`src/rtl/rx_spi_pixel_recv.sv`:
```
// SPI slave receiver for one pixel lane: deserialises mode-0 MSB-first bytes and unpacks
// 3 bytes into 2 12-bit pixels, emitting a write strobe into the lane's Y memory.
module rx_spi_pixel_recv #(
  parameter int unsigned PIX_COUNT = 38400,
  parameter int unsigned ADDR_W    = 16,
  parameter int unsigned TIMEOUT   = 4096
) (
  input  logic              Cclk,
  input  logic              rstn,
  input  logic              RxStart,
  input  logic              SCLK,
  input  logic              MOSI,
  input  logic              CS_n,
  output logic              MISO,
  output logic              PixWe,
  output logic [ADDR_W-1:0] PixAdd,
  output logic [11:0]       PixData,
  output logic              FrameDone,
  output logic              RxBusy,
  output logic              RxErr
);

  localparam int unsigned        TO_W      = $clog2(TIMEOUT + 1);
  localparam logic [ADDR_W-1:0]  LAST_ADDR = ADDR_W'(PIX_COUNT - 1);
  localparam logic [TO_W-1:0]    TO_LAST   = TO_W'(TIMEOUT - 1);

  typedef enum logic [0:0] {StIdle, StRecv} state_e;

  state_e            r_state;
  state_e            w_state_nxt;

  logic              r_sclk_meta, r_sclk_sync, r_sclk_prev;
  logic              r_mosi_meta, r_mosi_sync;
  logic              r_cs_meta, r_cs_sync;
  logic              w_sclk_rise;

  logic [7:0]        r_shift;
  logic [2:0]        r_bit_cnt;
  logic              r_byte_valid;

  logic [1:0]        r_phase;
  logic [7:0]        r_b0;
  logic [3:0]        r_nib;
  logic [TO_W-1:0]   r_to_cnt;
  logic              r_pix_we;
  logic [ADDR_W-1:0] r_pix_add;
  logic [11:0]       r_pix_data;
  logic              r_frame_done;
  logic              r_rx_err;

  logic              w_start;
  logic              w_last_we;
  logic              w_timeout;
  logic              w_accept;

  // Two-flop synchronisers; CS_n resets to its deasserted level.
  always_ff @(posedge Cclk or negedge rstn) begin
    if (!rstn) begin
      r_sclk_meta <= 1'b0;
      r_sclk_sync <= 1'b0;
      r_sclk_prev <= 1'b0;
      r_mosi_meta <= 1'b0;
      r_mosi_sync <= 1'b0;
      r_cs_meta   <= 1'b1;
      r_cs_sync   <= 1'b1;
    end else begin
      r_sclk_meta <= SCLK;
      r_sclk_sync <= r_sclk_meta;
      r_sclk_prev <= r_sclk_sync;
      r_mosi_meta <= MOSI;
      r_mosi_sync <= r_mosi_meta;
      r_cs_meta   <= CS_n;
      r_cs_sync   <= r_cs_meta;
    end
  end

  assign w_sclk_rise = r_sclk_sync & ~r_sclk_prev;

  always_ff @(posedge Cclk or negedge rstn) begin
    if (!rstn) begin
      r_shift      <= 8'h00;
      r_bit_cnt    <= 3'd0;
      r_byte_valid <= 1'b0;
    end else if (r_cs_sync) begin
      r_bit_cnt    <= 3'd0;
      r_byte_valid <= 1'b0;
    end else if (w_sclk_rise) begin
      r_shift      <= {r_shift[6:0], r_mosi_sync};
      r_bit_cnt    <= r_bit_cnt + 3'd1;
      r_byte_valid <= (r_bit_cnt == 3'd7);
    end else begin
      r_byte_valid <= 1'b0;
    end
  end

  always_ff @(posedge Cclk or negedge rstn) begin
    if (!rstn) begin
      r_state <= StIdle;
    end else begin
      r_state <= w_state_nxt;
    end
  end

  always_comb begin
    w_state_nxt = r_state;
    w_start     = 1'b0;
    w_last_we   = 1'b0;
    w_timeout   = 1'b0;
    unique case (r_state)
      StIdle: begin
        if (RxStart) begin
          w_start     = 1'b1;
          w_state_nxt = StRecv;
        end
      end
      StRecv: begin
        if (RxStart) begin
          w_start     = 1'b1;
          w_state_nxt = StRecv;
        end else if (r_pix_we && (r_pix_add == LAST_ADDR)) begin
          w_last_we   = 1'b1;
          w_state_nxt = StIdle;
        end else if (!w_sclk_rise && (r_to_cnt == TO_LAST)) begin
          w_timeout   = 1'b1;
          w_state_nxt = StIdle;
        end
      end
      default: w_state_nxt = StIdle;
    endcase
  end

  // A restart request takes priority over a byte completing in the same cycle.
  assign w_accept = (r_state == StRecv) && r_byte_valid && !RxStart;

  always_ff @(posedge Cclk or negedge rstn) begin
    if (!rstn) begin
      r_phase      <= 2'd0;
      r_b0         <= 8'h00;
      r_nib        <= 4'h0;
      r_to_cnt     <= '0;
      r_pix_we     <= 1'b0;
      r_pix_add    <= '0;
      r_pix_data   <= 12'h000;
      r_frame_done <= 1'b0;
      r_rx_err     <= 1'b0;
    end else begin
      r_pix_we     <= 1'b0;
      r_frame_done <= w_last_we;
      if (w_start) begin
        r_pix_add <= '0;
        r_phase   <= 2'd0;
        r_to_cnt  <= '0;
        r_rx_err  <= 1'b0;
      end else begin
        if (w_timeout) begin
          r_rx_err <= 1'b1;
        end
        if (r_state == StRecv) begin
          r_to_cnt <= w_sclk_rise ? '0 : r_to_cnt + TO_W'(1);
        end
        if ((r_state == StRecv) && r_pix_we && !w_last_we) begin
          r_pix_add <= r_pix_add + ADDR_W'(1);
        end
        if (w_accept) begin
          case (r_phase)
            2'd0: begin
              r_b0    <= r_shift;
              r_phase <= 2'd1;
            end
            2'd1: begin
              r_pix_data <= {r_shift[3:0], r_b0};
              r_pix_we   <= 1'b1;
              r_nib      <= r_shift[7:4];
              r_phase    <= 2'd2;
            end
            default: begin
              r_pix_data <= {r_shift, r_nib};
              r_pix_we   <= 1'b1;
              r_phase    <= 2'd0;
            end
          endcase
        end
      end
    end
  end

  assign MISO      = 1'b0;
  assign PixWe     = r_pix_we;
  assign PixAdd    = r_pix_add;
  assign PixData   = r_pix_data;
  assign FrameDone = r_frame_done;
  assign RxBusy    = (r_state == StRecv);
  assign RxErr     = r_rx_err;

endmodule

```
`config.mk`:
```
export PLATFORM = sky130hd
export DESIGN_NAME = rx_spi_pixel_recv
export DESIGN_NICKNAME = d
export VERILOG_FILES = /design/src/rtl/rx_spi_pixel_recv.sv
export SDC_FILE = /design/constraint.sdc
export NUM_CORES = 1
export LEC_CHECK = 0
export ABC_AREA = 1
export CELL_PAD_IN_SITES_DETAIL_PLACEMENT = 1
export CELL_PAD_IN_SITES_GLOBAL_PLACEMENT = 1
export CORE_MARGIN = 2
export CORE_UTILIZATION = 46
export CTS_CLUSTER_DIAMETER = 150
export DETAILED_ROUTE_END_ITERATION = 12
export PLACE_DENSITY_LB_ADDON = 0.1
export SLEW_MARGIN = 20
export SYNTH_ARGS = -nofsm -noshare
export SYNTH_HDL_FRONTEND = slang
export SYNTH_SLANG_ARGS = --single-unit
```
`constraint.sdc`:
```
create_clock -name Cclk -period 4.4 [get_ports Cclk]
set_clock_uncertainty 0.2 [all_clocks]
set_input_delay 0.44 -clock Cclk [delete_from_list [all_inputs] [get_ports Cclk]]
set_output_delay 0.44 -clock Cclk [all_outputs]
set_load 0.05 [all_outputs]
```
# Word-level counts from Yosys, hierarchy flattened
# Cells that the tools add are included.
# totals
wordCells,82
output_inout_bits,33
ff_bits,78
# classes
mux,30
eq_ne,4
add_sub_neg,3
n_bitwise,6
reduce_logical,19
# op_table
op,n
two-way mux 13 bit,3
two-way mux 16 bit,2
one-hot mux 12 bit (2 select lines),1
two-way mux 1 bit,18
adder 16 x 1 -> 16 bit (second input constant),1
equality test 16 bit (second input constant),1
adder 13 x 1 -> 13 bit (second input constant),1
equality test 13 x 12 -> 1 bit (second input constant),1
nonzero test 2 bit,5
AND reduction 3 bit,3
logical AND 1 bit,6
two-way mux 3 bit,2
NOT 1 bit,5
two-way mux 2 bit,2
one-hot mux 2 bit (2 select lines),1
adder 3 x 1 -> 3 bit (second input constant),1
equality test 3 bit (second input constant),1
logical NOT 1 bit,3
equality test 2 x 1 -> 1 bit (second input constant),1
logical NOT 2 bit,1
one-hot mux 1 bit (2 select lines),1
AND reduction 2 bit,1
AND 1 bit,1

# Logic depth before layout (Yosys ltp)
# Gate-level depths: netlist (run 1).
# depth
word_depth,10
mapped_depth,11

# Worst setup path before layout (run 1)
# No wires, ideal clock.
# synth_timing
path_type,register -> register
startpoint,reg r_pix_add[1] (netlist: PixAdd[1])
endpoint,reg r_pix_add[10] (netlist: PixAdd[10])
arrival_time_ns,1.832
setup_time_ns,0.119
required_ns,4.081
path_buffers,1
path_slack_ns,2.249
path_stages_with_launch,12
period_less_slack_ns,2.151
path_cell_list,dfrtp_1 ha_1 nand2_1 nor2_2 nand2_1 inv_1 nand2_2 nand3_4 nand2_2 buf_6 nand2_1 nand2_1
# synth_between
elab_chain_cells,8
word_cells_on_any_way,11
# synth_rtl
item,line,rtl
"start, declared",46,logic [ADDR_W-1:0] r_pix_add;
"start signal, assigned",162,r_pix_add <= r_pix_add + ADDR_W'(1);
branches (longest 8 deep; another with adder 16 x 1 -> 16 bit),--,
# Parallel ways; which one is timed is not known. The select of a mux whose other input is x is not followed.
# A chain may end at the register's enable or synchronous reset.

# Worst setup path after layout (run 1)
# layout_timing
startpoint,in RxStart
endpoint,reg r_phase[1]
# layout_between
elab_chain_cells,3
word_cells_on_any_way,5
# layout_rtl
item,line,rtl
"start, declared",10,"input logic RxStart,"
logical NOT 1 bit,133,assign w_accept = (r_state == StRecv) && r_byte_valid && !RxStart;
logical AND 1 bit,133,
nonzero test 2 bit (no source line),--,
"end signal, assigned",137,r_phase <= 2'd0;
"end signal, assigned",151,r_phase <= 2'd0;
"end signal, assigned",168,r_phase <= 2'd1;
"end, declared",41,logic [1:0] r_phase;
# Several ways; a longest one is shown, not always the timed one.

==> results.yml, run 1 <==
outcome:
  status: "finished clean"
cts:
  cts_root_buf: "clkbuf_8"
  post_cts_buffers: 0
  cts_hold_buf: 0
  cts_tree: "built"
  clock-sinks: 78
  cts.clk_slew.worst_paths_ns: 0.08
  cts_buffer_depth: 2
  cts_resized: 0
  cts_buffers: 9
  clk-insertion-delay-late_ns: 0.35
  cts.htree.levels: 3
setup_path:
  slowest_delay_ns: 0.82
  reg2reg_depth: 4
  worstSetupEndpointType: "flop"
  arrival_ns: 2.57
  cp_slowest_cell: "clkdlybuf4s50_1"
  timing.rr.end: "PixData[8]"
  reg2reg_slack_ns: 2.14
  crit_fanout: 23
  crit_chain: "clkdlybuf4s50_1 -> inv_1 -> o21ai_0 -> o21ai_0"
  worstSetupPathType: "input pin to flop"
  cp_common_cell: "o21ai_0"
  start_kind: "input pin"
  required_ns: 4.44
  r2r-start: "r_phase[1]"
synth:
  yosysUniqueCellTypes: 34
  synth-seq-cells: 78
  synth_area_per_cell_um2: 8.21
  syn_inst: 457
  syn-cell-area_um2: 3750
  synthesis.nets: 467
  yosys_warnings: 0
  seq_area_frac_synth_pct: 52.1
drt:
  drt-total-wl_um: 9130
  ant_nets: 0
  post-route-drc-count: 0
  drt-wirelength-per-cell_um: 15.2
  drtIter0Drc: 119
  via_count: 3142
  vias_per_cell: 5.24
  drt_first_pass_iters: 4
sta:
  finalCriticalPeriod_ns: 2.52
  hold_viol: 0
  layout_setup_ws_ns: 1.88
  tightestPinTransition_ns: 1.01
  max_freq_ghz: 0.396
  period_share_pct: 57.4
  setup_viol_count_final: 0
  fin_tns_setup_ns: 0
  grt_setup_unrepaired: "false"
  slew_viol_final: 0
  max_slew_margin_pct: 32.1
layout:
  drive_gt1_share_pct: 6.83
  diodes: 0
  fillCellCount: 943
  multi_input_area_um2: 1550
  layout.nets: 503
  seq_area_um2: 1950
  final_cells: 600
  final_util_pct: 56.0
  area_growth_pct: 16.5
  fin_area_um2: 4370
placement:
  dpl.hpwl_um: 6530
  dp_cells: 584
  gp_congestion: 0.770
  dpl_cell_area_um2: 4170
  io_buffer_count: 37
  dp_slack_ns: 1.54
power_and_ir_drop:
  p_switching_w: 0.000408
  power_density_nw_per_um2: 338
  clkPwrFrac_pct: 37.0
  swShare_pct: 27.6
  internal_power_w: 0.00107
  power_leakage_nw: 1.85
  peakVddDrop_uv: 217
  seqPwrFrac_pct: 53.4
  p_comb_share_pct: 9.6
global_routing:
  grt_pass1_wl_um: 15600
  grt-ovfl-total: 0
  grt_start_max_net_pins: 79
  grt.total_usage_pct: 22.7
  first_global_vias: 3267
  antenna_found_initial: 0
floorplan:
  die_area_um2: 8900
  num_rows: 32
  core-area_um2: 7810
  fp.dieH_um: 94.3
  die_x_um: 94.3
  ios: 39
  start_util_pct: 48.1
min_path:
  hp-class: "input pin to asynchronous set/reset pin"
flow_run:
  maxCapViolCount: 0
==> routing by layer <==
| metal | up-vias | wire length (µm) | global-route usage (%) | share of wire, % |
|---|---|---|---|---|
| met2 | 50 | 4380 | 37.4 | 48 |
| met5 | - | 0 | 0 | 0 |
| met1 | 1541 | 4400 | 31.6 | 48 |
| met4 | 0 | 108 | 7.13 | 1.2 |
| met3 | 11 | 244 | 2.63 | 2.7 |
| li1 | 1540 | - | - | - |
==> flip-flops by register name (all words and copies together) (netlist names) <==
signal        count
PixData          12
r_sclk_prev       1
PixAdd           16
r_byte_valid      1
r_to_cnt         13
PixWe             1
r_cs_meta         1
r_mosi_meta       1
r_phase           2
r_b0              8
r_mosi_sync       1
RxBusy            1
RxErr             1
r_cs_sync         1
r_sclk_meta       1
r_nib             4
r_bit_cnt         3
FrameDone         1
r_shift           8
r_sclk_sync       1
==> synth_stat cells (all sizes together) <==
library cell	instances	area share, %
a21oi	7	0.93
a22o	1	0.23
a2bb2oi	1	0.23
a31oi	12	3.2
buf	7	1.6
clkbuf	6	0.63
conb	1	0.10
dfrtp	76	51
dfstp	2	1.4
ha	4	1.3
inv	45	4.5
nand2	131	13
nand3	29	4.2
nand4	11	1.8
nor2	70	7.1
nor3	4	0.53
nor3b	1	0.20
nor4	1	0.57
o21a	1	0.20
o21ai	34	4.5
o21bai	1	0.20
o22ai	2	0.33
or2	1	0.17
xnor2	1	0.23
xor2	8	1.9
==> worst max-delay path: cells and delay by family <==
family                 cells  cell delay, ns
AO/OA/AOI/OAI              2            0.56
buffers and inverters      2            1.55
==> per-stage QoR <==
| stage | hold WS [ns] | total power, W |
|---|---|---|
| after floorplan | -0.0556 | 0.000890 |
| after global placement | 0.132 | 0.000939 |
| after detailed placement | 0.140 | 0.000947 |
| after CTS | 0.0885 | 0.00149 |
| after global routing | 0.129 | 0.00153 |
| final | 0.0435 | 0.00148 |
==> power groups by stage <==
stage	registers [W]	clock network (W)	logic, W
after CTS	0.000789	0.000555	0.000145
after detailed placement	0.000803	0	0.000144
after global placement	0.000801	0	0.000138
after global routing	0.000794	0.000576	0.000162
final	0.000789	0.000546	0.000142
after floorplan	0.000813	0	0.0000769
==> kinds of logic after synthesis <==
family	count (synthesis)	share of synthesized area [%]
DFF	78	52.1
buffers and inverters	58	6.70
AOI/OAI and AO/OA	59	9.83
and+or+nand+nor	248	27.9
other	1	0.0999
xor gates and xnor gates	9	2.10
adders and majority gates	4	1.33
==> area by class of cell <==
class	instances	area share, %
clock buffers	10	2.92
clock inverters	6	1.60
inverters	45	3.86
multi-input cells	321	35.4
flip-flops and latches	78	44.7
well taps	102	2.92
repair buffers	38	8.59
==> how the worst max path moves through the flow <==
stage                     startpoint     endpoint  slack (ns)  depth (start not counted)
after floorplan            PixAdd[1]   PixAdd[10]        2.25                         11
after global placement       RxStart  r_to_cnt[6]        1.64                          7
after detailed placement     RxStart   r_phase[1]        1.54                          4
after CTS                    RxStart   r_phase[1]        1.92                          4
after global routing         RxStart   r_phase[1]        1.69                          4
final                        RxStart   r_phase[1]        1.88                          4
==> layout by cell type, fill, tap and decap left out, types with 3 or more instances in the layout <==
| cell | n |
|---|---|
| nand2_1 | 129 |
| nand4_1 | 11 |
| ha_1 | 4 |
| a31oi_1 | 5 |
| a21oi_1 | 7 |
| inv_1 | 44 |
| o21ai_0 | 26 |
| nand3_1 | 28 |
| nor3_1 | 4 |
| clkinvlp_4 | 3 |
| xor2_1 | 8 |
| clkdlybuf4s50_1 | 36 |
| o21ai_1 | 8 |
| dfrtp_1 | 76 |
| a31oi_2 | 7 |
| nor2_1 | 68 |
| clkbuf_8 | 9 |
(Power assumes the default switching activity.)
==> run 2, diff against run 1 <==
Settings changed: CORE_UTILIZATION 46 to 42.
Clock period 4.4 ns to 2.36 ns, I/O delays scaled along.
==> results.yml, run 2 (synthesized netlist as in run 1, its figures left out) <==
sta:
  fin_tns_setup_ns: 0
  layout_setup_ws_ns: 0.185
  hold_slack_ns: 0.0865
  setup_viol_count_final: 0
  tightestPinTransition_ns: 0.588
  period_share_pct: 92.2
  max_freq_ghz: 0.460
  finalCriticalPeriod_ns: 2.18
  grt_setup_unrepaired: "false"
  slew_viol_final: 0
  max_slew_margin_pct: 60.7
  hold_viol: 0
setup_path:
  slowest_delay_ns: 0.89
  required_ns: 1.92
  cp_slowest_cell: "clkdlybuf4s50_1"
  worstSetupPathType: "flop to output port"
  reg2reg_slack_ns: 0.20
  crit_family: "buffers and inverters"
  crit_chain: "clkdlybuf4s50_1"
  reg2reg_depth: 10
  crit_fanout: 5
  cp_num_cells: 1
  arrival_ns: 1.74
  critPathBufInv: 1
  worstSetupEndpointType: "output port"
  r2r-start: "PixAdd[1]"
  timing.rr.end: "PixAdd[9]"
  start_kind: "flop"
cts:
  clk-insertion-delay-late_ns: 0.36
  cts.clk_slew.worst_paths_ns: 0.08
  cts_buffers: 9
  cts.htree.levels: 3
  cts_tree: "built"
  cts_root_buf: "clkbuf_8"
  post_cts_buffers: 0
  clock-sinks: 78
  cts_buffer_depth: 2
  cts_resized: 0
layout:
  largest_reg_flops: 16
  diodes: 0
  final_cells: 613
  area_growth_pct: 18.4
  layout.nets: 511
  final_common_cell: "nand2_1"
  most-common-layout-cells: "nand2_1, dfrtp_1, nor2_1, inv_1, clkdlybuf4s50_1"
  fin_area_um2: 4440
  drive_gt1_share_pct: 8.12
min_path:
  min_to: "r_cs_meta"
  min_from: "CS_n"
  hp-class: "input pin to flop"
  hold_depth: 1
drt:
  via_count: 3196
  drtIter0Drc: 86
  drt_first_pass_iters: 4
  ant_nets: 0
  vias_per_cell: 5.21
  post-route-drc-count: 0
  drt-wirelength-per-cell_um: 15.2
  drt-total-wl_um: 9310
power_and_ir_drop:
  power_leakage_nw: 1.90
  peakVddDrop_uv: 317
  power_density_nw_per_um2: 617
floorplan:
  start_util_pct: 43.3
  die_x_um: 98.5
  fp.dieH_um: 98.5
  ios: 39
  die_area_um2: 9710
  num_rows: 34
  core-area_um2: 8680
placement:
  dpl.hpwl_um: 6620
  io_buffer_count: 37
  dpl_cell_area_um2: 4250
  dp_slack_ns: 0.172
  gp_congestion: 0.827
  dp_cells: 597
global_routing:
  grt_start_max_net_pins: 45
  first_global_vias: 3292
  antenna_found_initial: 0
  grt.total_usage_pct: 20.7
  grt_pass1_wl_um: 16200
  grt-ovfl-total: 0
flow_run:
  maxCapViolCount: 0
outcome:
  status: "finished clean"
run 2: per-stage QoR:
stage               total power [W]  utilization, %
floorplan                   0.00166               -
global placement            0.00177            48.9
detailed placement          0.00178            48.9
CTS                         0.00278            51.2
global route                0.00286            51.2
finish                      0.00274            51.2
run 2: timing repair:
item                                   in CTS  in global routing
hold buffers                                1                  0
endpoints found under the hold margin      34                  0
setup endpoints to repair                   0                  0
run 2: worst max path at each step:
stage | startpoint | end | slack, ns
2_1_floorplan | PixAdd[1] | PixAdd[10] | 0.21
3_3_place_gp | PixAdd[0] | PixAdd[2] | 0.24
3_5_place_dp | RxStart | r_b0[0] | 0.17
4_1_cts | RxBusy | RxBusy | 0.16
5_1_grt | PixAdd[1] | PixAdd[4] | 0.0006
6_report | RxBusy | RxBusy | 0.18
run 2: layer usage:
layer  GRT usage [%]  wire length [µm]
met5               0                 0
met4            7.90               194
met3            3.26               323
met2            34.5              4550
met1            27.4              4240
run 2: area by class of cell:
type | instances | area (µm²)
clock buffer | 9 | 124
timing repair buffer | 46 | 450
inverter | 45 | 169
clock inverter | 6 | 63.8
tap | 108 | 135
sequential | 78 | 1950
fill | 1071 | 4230
multi-input combinational | 321 | 1550
run 2: power by group:
group / internal [W] / switching (W)
Combinational: 0.0000949 / 0.000185
Clock: 0.000481 / 0.000509
Sequential: 0.00141 / 0.0000634
Total: 0.00199 / 0.000757
